## src/rtl/cell_draw_scheduler.sv

```systemverilog
// Display-update sequencer for the snake grid: rasters scan coordinates, diffs each
// cell against the on-screen frame buffer and issues one draw command per changed cell.
module cell_draw_scheduler #(
  parameter int GRID_W = 16,
  parameter int GRID_H = 12,
  parameter int CODE_W = 3
) (
  input  logic              clk,
  input  logic              nrst,
  input  logic              start,
  input  logic [CODE_W-1:0] obj_code_in,
  input  logic              full_redraw,
  input  logic              cmd_done,
  output logic [3:0]        x,
  output logic [3:0]        y,
  output logic              draw_req,
  output logic [3:0]        draw_x,
  output logic [3:0]        draw_y,
  output logic [CODE_W-1:0] draw_code,
  output logic              busy,
  output logic              frame_done,
  output logic              init_cycle,
  output logic [1:0]        state_dbg
);

  localparam logic [1:0] S_IDLE = 2'd0;
  localparam logic [1:0] S_SCAN = 2'd1;
  localparam logic [1:0] S_WAIT = 2'd2;
  localparam logic [1:0] S_DONE = 2'd3;

  localparam int         CELLS  = GRID_W * GRID_H;
  localparam int         IDX_W  = $clog2(CELLS);
  localparam logic [3:0] X_LAST = 4'(GRID_W - 1);
  localparam logic [3:0] Y_LAST = 4'(GRID_H - 1);

  logic [1:0]        state;
  logic [1:0]        state_nxt;
  logic              force_pending;
  logic              force_active;
  logic [CODE_W-1:0] fb [CELLS];

  logic [IDX_W-1:0]  scan_idx;
  logic [IDX_W-1:0]  draw_idx;
  logic              accept_start;
  logic              accept_done;
  logic              draw_needed;
  logic              advance;
  logic              last_cell;

  assign scan_idx = IDX_W'(y) * IDX_W'(GRID_W) + IDX_W'(x);
  assign draw_idx = IDX_W'(draw_y) * IDX_W'(GRID_W) + IDX_W'(draw_x);

  // Handshake: draw_req is a valid that stays high, with draw_x/draw_y/draw_code
  // frozen, until the engine returns a one-cycle cmd_done; cmd_done is only
  // honoured while a draw is outstanding (WAIT), otherwise it is dropped.
  assign accept_start = (state == S_IDLE) && start;
  assign accept_done  = (state == S_WAIT) && cmd_done;
  assign draw_needed  = (state == S_SCAN) &&
                        ((obj_code_in != fb[scan_idx]) || force_active);
  assign advance      = ((state == S_SCAN) && !draw_needed) || accept_done;
  assign last_cell    = (x == X_LAST) && (y == Y_LAST);

  assign busy       = (state != S_IDLE);
  assign frame_done = (state == S_DONE);
  assign state_dbg  = state;

  always_comb begin
    state_nxt = state;
    case (state)
      S_IDLE: begin
        if (start) state_nxt = S_SCAN;
      end
      S_SCAN: begin
        if (draw_needed)    state_nxt = S_WAIT;
        else if (last_cell) state_nxt = S_DONE;
      end
      S_WAIT: begin
        if (cmd_done) state_nxt = last_cell ? S_DONE : S_SCAN;
      end
      S_DONE: begin
        state_nxt = S_IDLE;
      end
      default: begin
        state_nxt = S_IDLE;
      end
    endcase
  end

  always_ff @(posedge clk or negedge nrst) begin
    if (!nrst) begin
      state <= S_IDLE;
    end else begin
      state <= state_nxt;
    end
  end

  // Raster counter: holds while a draw is outstanding, wraps to (0,0) after the last cell.
  always_ff @(posedge clk or negedge nrst) begin
    if (!nrst) begin
      x <= 4'd0;
      y <= 4'd0;
    end else if (state == S_IDLE) begin
      x <= 4'd0;
      y <= 4'd0;
    end else if (advance) begin
      if (last_cell) begin
        x <= 4'd0;
        y <= 4'd0;
      end else if (x != X_LAST) begin
        x <= x + 4'd1;
      end else begin
        x <= 4'd0;
        y <= y + 4'd1;
      end
    end
  end

  always_ff @(posedge clk or negedge nrst) begin
    if (!nrst) begin
      draw_req  <= 1'b0;
      draw_x    <= 4'd0;
      draw_y    <= 4'd0;
      draw_code <= '0;
    end else if (draw_needed) begin
      draw_req  <= 1'b1;
      draw_x    <= x;
      draw_y    <= y;
      draw_code <= obj_code_in;
    end else if (accept_done) begin
      draw_req  <= 1'b0;
    end
  end

  // A redraw request arriving with the accepted start applies to that pass;
  // at any other time it waits for the next start.
  always_ff @(posedge clk or negedge nrst) begin
    if (!nrst) begin
      force_pending <= 1'b1;
      force_active  <= 1'b0;
      init_cycle    <= 1'b1;
    end else begin
      if (accept_start) begin
        force_active  <= force_pending | full_redraw;
        force_pending <= 1'b0;
      end else if (full_redraw) begin
        force_pending <= 1'b1;
      end
      if (state == S_DONE) begin
        force_active <= 1'b0;
        init_cycle   <= 1'b0;
      end
    end
  end

  // The frame buffer mirrors the screen, so it only changes when the engine confirms a draw.
  always_ff @(posedge clk or negedge nrst) begin
    if (!nrst) begin
      for (int i = 0; i < CELLS; i++) fb[i] <= '0;
    end else if (accept_done) begin
      fb[draw_idx] <= draw_code;
    end
  end

endmodule

```

## config.mk

```make
export PLATFORM = sky130hd
export DESIGN_NAME = cell_draw_scheduler
export DESIGN_NICKNAME = d
export VERILOG_FILES = /design/src/rtl/cell_draw_scheduler.sv
export SDC_FILE = /design/constraint.sdc
export NUM_CORES = 1
export LEC_CHECK = 0
export BUFFER_PORTS_ARGS = -buffer_cell sky130_fd_sc_hd__buf_2
export CORE_MARGIN = 2
export CORE_UTILIZATION = 50
export CTS_CLUSTER_SIZE = 25
export DETAILED_ROUTE_END_ITERATION = 7
export PLACE_DENSITY = 0.73
export SLEW_MARGIN = 20
export SYNTH_ARGS = -nofsm -noshare
export SYNTH_HDL_FRONTEND = slang
export SYNTH_SLANG_ARGS = --single-unit
```

## constraint.sdc

```tcl
create_clock -name clk -period 3.1 [get_ports clk]
set_input_delay 0.31 -clock clk [delete_from_list [all_inputs] [get_ports clk]]
set_output_delay 0.31 -clock clk [all_outputs]
set_load 0.03 [all_outputs]
```

# Word level (Yosys, flattened, before mapping)
# Index checks and enable logic that the tools add are counted.
dict set report classes {
  addsub 4
  magnitude_cmp 3
  eq_ne 11
  muxes 26
  bitwise 3
  n_reduce_logical 17
}
# op n
set ops {}
lappend ops {{$bwmux W576} 1}
lappend ops {{$mux W4} 8}
lappend ops {{$bmux W3 S8} 1}
lappend ops {{$demux W3 S8} 1}
lappend ops {{$ge A9 B9 Y1 const B} 2}
lappend ops {{$not A8 Y9} 2}
lappend ops {{$add A8 B4 Y8} 2}
lappend ops {{$mux W2} 5}
lappend ops {{$reduce_bool A2 Y1} 5}
lappend ops {{$lt A9 B1 Y1 const B} 1}
lappend ops {{$mux W3} 3}
lappend ops {{$add A4 B1 Y4 const B} 2}
lappend ops {{$eq A4 B4 Y1 const B} 2}
lappend ops {{$pmux W2 S4} 1}
lappend ops {{$logic_and A1 B1 Y1} 6}
lappend ops {{$mux W1} 6}
lappend ops {{$ne A3 B3 Y1 const B} 2}
lappend ops {{$eq A2 B2 Y1 const B} 2}
lappend ops {{$ne A2 B2 Y1 const B} 2}
lappend ops {{$ne A4 B4 Y1 const B} 1}
lappend ops {{$ne A3 B3 Y1} 1}
lappend ops {{$reduce_and A3 Y1} 1}
lappend ops {{$eq A2 B1 Y1 const B} 1}
lappend ops {{$logic_not A2 Y1} 1}
lappend ops {{other kinds (4)} 5}
dict set report word_totals {
  register_bits 601
  inputBits 8
  out_inout_bits 25
  word_cells 266
}

# Logic depth before layout (Yosys ltp)
# Gate-level depths: netlist (run 1).
dict set report logic_depth {
  depth_word 13
  depth_mapped 15
}

# Worst setup path after synthesis (run 1)
# OpenSTA, ideal clock, no wires.
dict set report synth_timing {
  path_kind {register -> register}
  from {register x[0]}
  to {register draw_code[1]}
  setup_time_ns 0.125
  arrival_ns 3.179
  required_ns 2.975
  setup_slack_ns -0.205
  stages_incl_launch_ff 13
  path_buffers 3
  cell_sequence {dfrtp_1 -> buf_4 -> buf_6 -> mux4_2 -> a221oi_1 -> nand2_1 -> and3_1 -> or3_1 -> o211ai_2 -> o2111ai_4 -> nand2_4 -> buf_6 -> mux2_4}
}
dict set report synth_between {
  elab_chain_len 8
}
# element line
set synth_lines {}
lappend synth_lines {{start: declaration} 14} ;# output logic [3:0] x,
lappend synth_lines {{start signal: assignment} 110} ;# x <= x + 4'd1;
lappend synth_lines {{$add A8 B4 Y8} 50} ;# assign scan_idx = IDX_W'(y) * IDX_W'(GRID_W) + IDX_W'(x);
lappend synth_lines {{$not A8 Y9 (not written as such)} 59} ;# ((obj_code_in != fb[scan_idx]) || force_active);
lappend synth_lines {{$bmux W3 S8} 59}
lappend synth_lines {{$mux W3 (not written as such) (2 in a row)} 59}
lappend synth_lines {{$ne A3 B3 Y1} 59}
lappend synth_lines {{$logic_or A1 B1 Y1} 59}
lappend synth_lines {{$logic_and A1 B1 Y1} 58} ;# assign draw_needed = (state == S_SCAN) &&
lappend synth_lines {{end signal: assignment} 128} ;# draw_code <= obj_code_in;
lappend synth_lines {{end: declaration} 19} ;# output logic [CODE_W-1:0] draw_code,
# Every way passes these cells. The select of a mux whose other input is x is not followed.
# A chain may end at the register's enable or synchronous reset.

# Worst setup path in the final report (run 1)
dict set report layout_timing {
  from {register x[0]}
  to {register draw_x[1]}
}
dict set report layout_between {
  elab_chain_len 8
}
# element line
set layout_lines {}
lappend layout_lines {{$add A8 B4 Y8} 50}
lappend layout_lines {{$not A8 Y9 (not written as such)} 59}
lappend layout_lines {{$bmux W3 S8} 59}
lappend layout_lines {{$mux W3 (not written as such) (2 in a row)} 59}
lappend layout_lines {{$ne A3 B3 Y1} 59}
lappend layout_lines {{$logic_or A1 B1 Y1} 59}
lappend layout_lines {{$logic_and A1 B1 Y1} 58}
lappend layout_lines {{end signal: assignment} 121} ;# draw_x <= 4'd0;
lappend layout_lines {{end signal: assignment} 126} ;# draw_x <= x;
lappend layout_lines {{end: declaration} 17} ;# output logic [3:0] draw_x,
# Every way passes these cells. The select of a mux whose other input is x is not followed.

==> results of run 1 <==
-- per-layer routing --
metal	global-route usage (%)	vias up	wire (µm)
met3	6.09	205	6430
met2	42.2	756	37100
met5	0	-	9
li1	-	7996	-
met1	37.4	10000	33100
met4	11.3	2	3430
-- flip-flops by register name (all words and copies together) (netlist names) --
name and flops:
init_cycle 1, x 4, draw_y 4, draw_x 4, force_pending 1, state_dbg 2, y 4, draw_code 3
force_active 1, fb 576, draw_req 1
-- cell families after synthesis --
kind of cell | count (synthesis)
AO/OA/AOI/OAI | 150
adder cells (fa/ha/maj) | 2
flip-flops | 601
buffers and inverters | 166
AND/OR/NAND/NOR | 395
multiplexers | 776
-- worst max-delay path, stage by stage (launching register included) --
cell	delay [ns]
dfrtp_4	0.53
buf_12	0.16
buf_16	0.15
buf_12	0.14
mux4_2	0.36
mux2i_2	0.09
o211ai_1	0.28
o311ai_1	0.17
buf_4	0.18
a2111o_1	0.45
o211ai_4	0.13
o2111ai_4	0.20
nand2_4	0.12
buf_12	0.13
mux2_4	0.30
-- through the flow --
step | instance area [µm²] | worst slack [ns]
detailed placement | 30800 | -0.997
floorplan | 28800 | -0.0827
finish | 33800 | -0.426
CTS | 33700 | -0.371
global placement | 30800 | -1.03
global route | 33800 | -0.527
-- power by group --
group	internal [µW]	total, µW	leakage, µW	switching, µW
Combinational	1860	4580	0.00656	2720
Sequential	8080	8730	0.00836	650
Clock	4680	7920	0.00106	3240
Total	14600	21200	0.0160	6620
-- cell usage in the layout, fill, tap and decap left out, types with 8 or more instances in the layout --
master,n
buf_12,31
clkinv_2,10
inv_1,10
mux2_2,590
clkbuf_1,14
clkbuf_8,10
a22oi_1,8
nand2b_1,10
nor2b_1,11
a21oi_1,13
o22a_1,8
buf_2,31
and3_1,8
dfrtp_1,594
o21ai_2,9
buf_4,169
nand3_1,20
clkbuf_16,71
nor3_1,13
nand2_1,195
a211oi_1,8
o22ai_1,12
and2_1,12
mux4_2,103
o21ai_0,12
mux2i_1,64
mux2_4,10
nor2_1,91
buf_6,13
-- what timing repair did --
action | in CTS | in global routing
cloned | 3 | 0
endpoints found under the hold margin | 51 | 0
setup buffers | 31 | 7
pin swaps | 41 | 6
gates resized for setup | 77 | 10
setup endpoints to repair | 22 | 22
hold buffers | 2 | 0
-- cell type report --
class / count / area [µm²]
clock inverters: 23 / 220
flip-flops and latches: 601 / 15100
clock buffers: 95 / 1970
diodes: 1 / 2.50
multi-input cells: 1323 / 13200
inverters: 10 / 37.5
well taps: 756 / 946
fillers: 4235 / 22800
repair buffers: 253 / 2400
-- worst min path at each step --
stage,start,endpoint,slack (ns),depth (start not counted)
global route,obj_code_in[0],draw_code[0],0.05,2
global placement,nrst,fb[429],0.30,1
finish,full_redraw,force_pending,0.02,3
detailed placement,nrst,fb[429],0.30,1
floorplan,nrst,draw_code[0],0.01,0
CTS,full_redraw,force_pending,0.01,3
==> flow_summary.json, run 1 <==
{
  "outcome": "finished, violations left",
  "violations": "setup timing",
  "drc": 0,
  "power_density_mw_per_mm2": 629,
  "reg2reg_to": "draw_x[1]",
  "postRouteAntennaNets": 0,
  "clock_sinks": 601,
  "dieArea_mm2": 0.0595,
  "worstSetupStartpointType": "flop",
  "synth_compound_area_share_pct": 3.95,
  "drt-initial-drc-count": 1650,
  "fp-row-count": 87,
  "place_inst": 2905,
  "root_buffer": "clkbuf_16",
  "io_pins": 33,
  "async_reset_ff_share_pct": 100,
  "worstReg2RegStart": "x[0]",
  "avgSynthCellArea_um2": 13.8,
  "htreeDepth": 3,
  "ys_seq_elements": 601,
  "synth-edff-count": 0,
  "place.gp.congestion": 0.942,
  "clockBufferDepth": 3,
  "grt_overflow": 0,
  "holdWs_ns": 0.0241,
  "drive_gt1_share_pct": 48.6,
  "slew_violations": 0,
  "tns_ns": -8.19,
  "areaGrowthSynthToFinish_pct": 17.5,
  "die_x_um": 244,
  "ir_drop_uv": 515,
  "fp.coreArea_mm2": 0.0566,
  "r2r_slack_ns": -0.43,
  "routed_via_density": 6.19,
  "dp_hpwl_um": 52300,
  "synthFlopType": "dfrtp_1",
  "hold_class": "in -> reg",
  "yosys-top-cells-count": "dfrtp_1 (599), mux2_2 (594), nand2_1 (196)",
  "synthSimpleGateAreaFrac_pct": 6.04,
  "syn-instance-count": 2090,
  "cts_made_buffers": 66,
  "synth_fa_ha_area_share_pct": 0.0870,
  "synth.top_cell.area_share_pct": 52.1,
  "fin_crit_ns": 3.53,
  "p_leak_uw": 0.0160,
  "synth_most_common_cell": "dfrtp_1",
  "cp.arrival_ns": 4.00,
  "fin_worst_skew_ns": 0.0291,
  "synth.area.mux_share_pct": 34.6,
  "crit_start": "x[0]",
  "final_cells": 3062,
  "fmax_mhz": 284,
  "firstDrtPassIters": 5,
  "cp-end-kind": "flop",
  "grt_start_max_net_pins": 105,
  "fin_crit_sh_pct": 114,
  "fin_ws_ns": -0.426,
  "grt.total_usage_pct": 27.3,
  "yosysSeqAreaShare_pct": 52.3,
  "routed_wl_um": 80100,
  "final_util_pct": 59.7,
  "grt_pass1_vias": 20100,
  "worst_pin_slew_ns": 0.980,
  "clk_latency_ns": 0.61,
  "cts_tree": "built",
  "rsz0062_at_grt": "true",
  "finalSetupViolations": 22,
  "die_h_um": 244,
  "ys.warnings.count": 0,
  "critPathKind": "reg -> reg",
  "total_power_uw": 21200,
  "max-cap-violations": 0,
  "synthTopCellsByArea": "dfrtp_1 (52%), mux2_2 (23%), mux4_2 (8.1%)",
  "synthDistinctLibCells": 70,
  "synth_nets": 2100,
  "yosysTopAreaCell": "dfrtp_1",
  "start_util_pct": 50.8,
  "clkTransAtPathRegs_ns": 0.06,
  "portBuffers": 32,
  "wl_per_cell_um": 26.2,
  "required_ns": 3.57,
  "grt_pass1_wl_um": 123000,
  "slew_headroom_pct": 34.7,
  "antenna_found_initial": 1,
  "crit_fanout": 8,
  "synth_top_family_by_area": "multiplexers",
  "syn_area_mm2": 0.0288,
  "nNetsFinal": 2265,
  "finalHoldViolations": 0,
  "vias": 19000,
  "reg2reg_depth": 14,
  "cp-endpoint": "draw_x[1]",
  "synth_xor_area_share_pct": 0
}
Note: power is estimated with default switching activity, not from simulation.
==> run 2: changes to the inputs <==
Settings changed: RECOVER_POWER set to 25.
==> flow_summary.json, run 2 (synthesized netlist as in run 1, its figures left out) <==
{
  "power_density_mw_per_mm2": 629,
  "firstDrtPassIters": 5,
  "finalSetupViolations": 22,
  "crit_start": "x[0]",
  "drive_gt1_share_pct": 48.5,
  "worstHoldPathCells": 3,
  "fmax_mhz": 283,
  "vias": 18900,
  "routed_wl_um": 80100,
  "nNetsFinal": 2265,
  "violations": "capacitance limit, slew limit, setup timing",
  "fin_crit_ns": 3.53,
  "worstSetupStartpointType": "flop",
  "drc": 0,
  "postRouteAntennaNets": 0,
  "portBuffers": 32,
  "p_leak_uw": 0.0160,
  "fp.coreArea_mm2": 0.0566,
  "clk_latency_ns": 0.62,
  "start_util_pct": 50.8,
  "htreeDepth": 3,
  "critPathKind": "reg -> reg",
  "outcome": "finished, violations left",
  "grt_pass1_wl_um": 123000,
  "fin_ws_ns": -0.431,
  "slew_violations": 58,
  "root_buffer": "clkbuf_16",
  "slew_headroom_pct": -15.3,
  "hold_start": "full_redraw",
  "die_x_um": 244,
  "grt.total_usage_pct": 27.3,
  "drt-initial-drc-count": 1717,
  "place.gp.congestion": 0.942,
  "holdWs_ns": 0.0288,
  "largest_reg_flops": 576,
  "cts_made_buffers": 66,
  "fillCellCount": 4240,
  "areaGrowthSynthToFinish_pct": 17.3,
  "dp_hpwl_um": 52300,
  "most-common-layout-cells": "dfrtp_1 (594), mux2_2 (590), nand2_1 (195)",
  "grt_start_max_net_pins": 105,
  "required_ns": 3.57,
  "hold_class": "in -> reg",
  "cp.arrival_ns": 4.01,
  "max-cap-violations": 1,
  "final_common_cell": "dfrtp_1",
  "reg2reg_to": "draw_x[1]",
  "worst_pin_slew_ns": 1.73,
  "cts_tree": "built",
  "worstReg2RegStart": "x[0]",
  "final_util_pct": 59.6,
  "finalHoldViolations": 0,
  "die_h_um": 244,
  "fin_worst_skew_ns": 0.0284,
  "reg2reg_depth": 13,
  "routed_via_density": 6.17,
  "ir_drop_uv": 513,
  "cp-end-kind": "flop",
  "antenna_found_initial": 1,
  "crit_fanout": 8,
  "min_to": "force_pending",
  "dieArea_mm2": 0.0595,
  "clkTransAtPathRegs_ns": 0.06,
  "fin_crit_sh_pct": 114,
  "regArea_mm2": 0.0151,
  "rsz0062_at_grt": "true",
  "clockBufferDepth": 3,
  "fp-row-count": 87,
  "multi_input_area_mm2": 0.0132,
  "grt_pass1_vias": 20100,
  "grt_overflow": 0,
  "io_pins": 33,
  "largest-register": "fb",
  "r2r_slack_ns": -0.43,
  "wl_per_cell_um": 26.2,
  "clock_sinks": 601
}
-- run 2: cell count changes in the layout (fill, tap and decap cells not counted) --
cell / before / now
clkbuf_2: 0 / 2
clkbuf_1: 14 / 17
buf_2: 31 / 32
buf_12: 31 / 29
buf_4: 169 / 166
buf_8: 1 / 0
-- run 2: metal layers --
| layer | up-vias | track usage, % | wire length, µm |
|---|---|---|---|
| li1 | 7988 | - | - |
| met1 | 9944 | 37.4 | 33200 |
| met2 | 752 | 42.2 | 37000 |
| met3 | 205 | 6.09 | 6410 |
| met4 | 2 | 11.3 | 3500 |
| met5 | - | 0 | 9 |
-- run 2: metrics by stage --
stage,setup TNS [ns],setup slack [ns],area [µm²],cells,power [µW]
after global routing,-14.65,-0.527,33700,3061,21900
after detailed placement,-20.18,-0.997,30800,2905,12800
final,-8.37,-0.431,33700,3062,21200
after global placement,-20.55,-1.03,30800,2905,12700
after floorplan,-0.496,-0.0827,28800,2090,11100
after CTS,-6.59,-0.371,33700,3056,21200
-- run 2: report_power, final --
group | switching, µW | internal, µW | leakage (µW) | total [µW]
Sequential | 651 | 8080 | 0.00836 | 8730
Combinational | 2720 | 1850 | 0.00653 | 4570
Clock | 3250 | 4680 | 0.00106 | 7930
-- run 2: worst max-delay path, cell delays in order (launching register included) --
cell and delay, ns:
dfrtp_4 0.53, buf_12 0.16, buf_16 0.15, buf_4 0.15, mux4_2 0.46, a221oi_2 0.24, nand2_1 0.13, and3_1 0.18
or3_4 0.38, o211ai_4 0.26, o2111ai_4 0.20, nand2_4 0.12, buf_12 0.13, mux2_4 0.30
-- run 2: layout make-up --
type	count	share of cell area, %
Antenna cell	1	0.00742
Clock buffer	95	5.83
Clock inverter	23	0.653
Inverter	10	0.111
Multi-Input combinational cell	1323	39.0
Sequential cell	601	44.6
Tap cell	756	2.80
Timing Repair Buffer	253	6.96
-- run 2: worst max-delay path by stage --
| stage | depth (start not counted) | slack (ns) | endpoint |
|---|---|---|---|
| 2_1_floorplan | 13 | -0.08 | draw_code[1] |
| 3_3_place_gp | 11 | -1.03 | x[0] |
| 3_5_place_dp | 11 | -1.0 | x[0] |
| 4_1_cts | 14 | -0.37 | draw_x[1] |
| 5_1_grt | 15 | -0.53 | y[1] |
| 6_report | 13 | -0.43 | draw_x[1] |
-- run 2: what timing repair did --
item	in CTS	in global routing
resized for setup	77	10
setup buffers	31	7
endpoints found under the setup margin	22	22
cloned	3	0
hold buffers	2	0
endpoints found under the hold margin	51	0
pin swaps	41	6
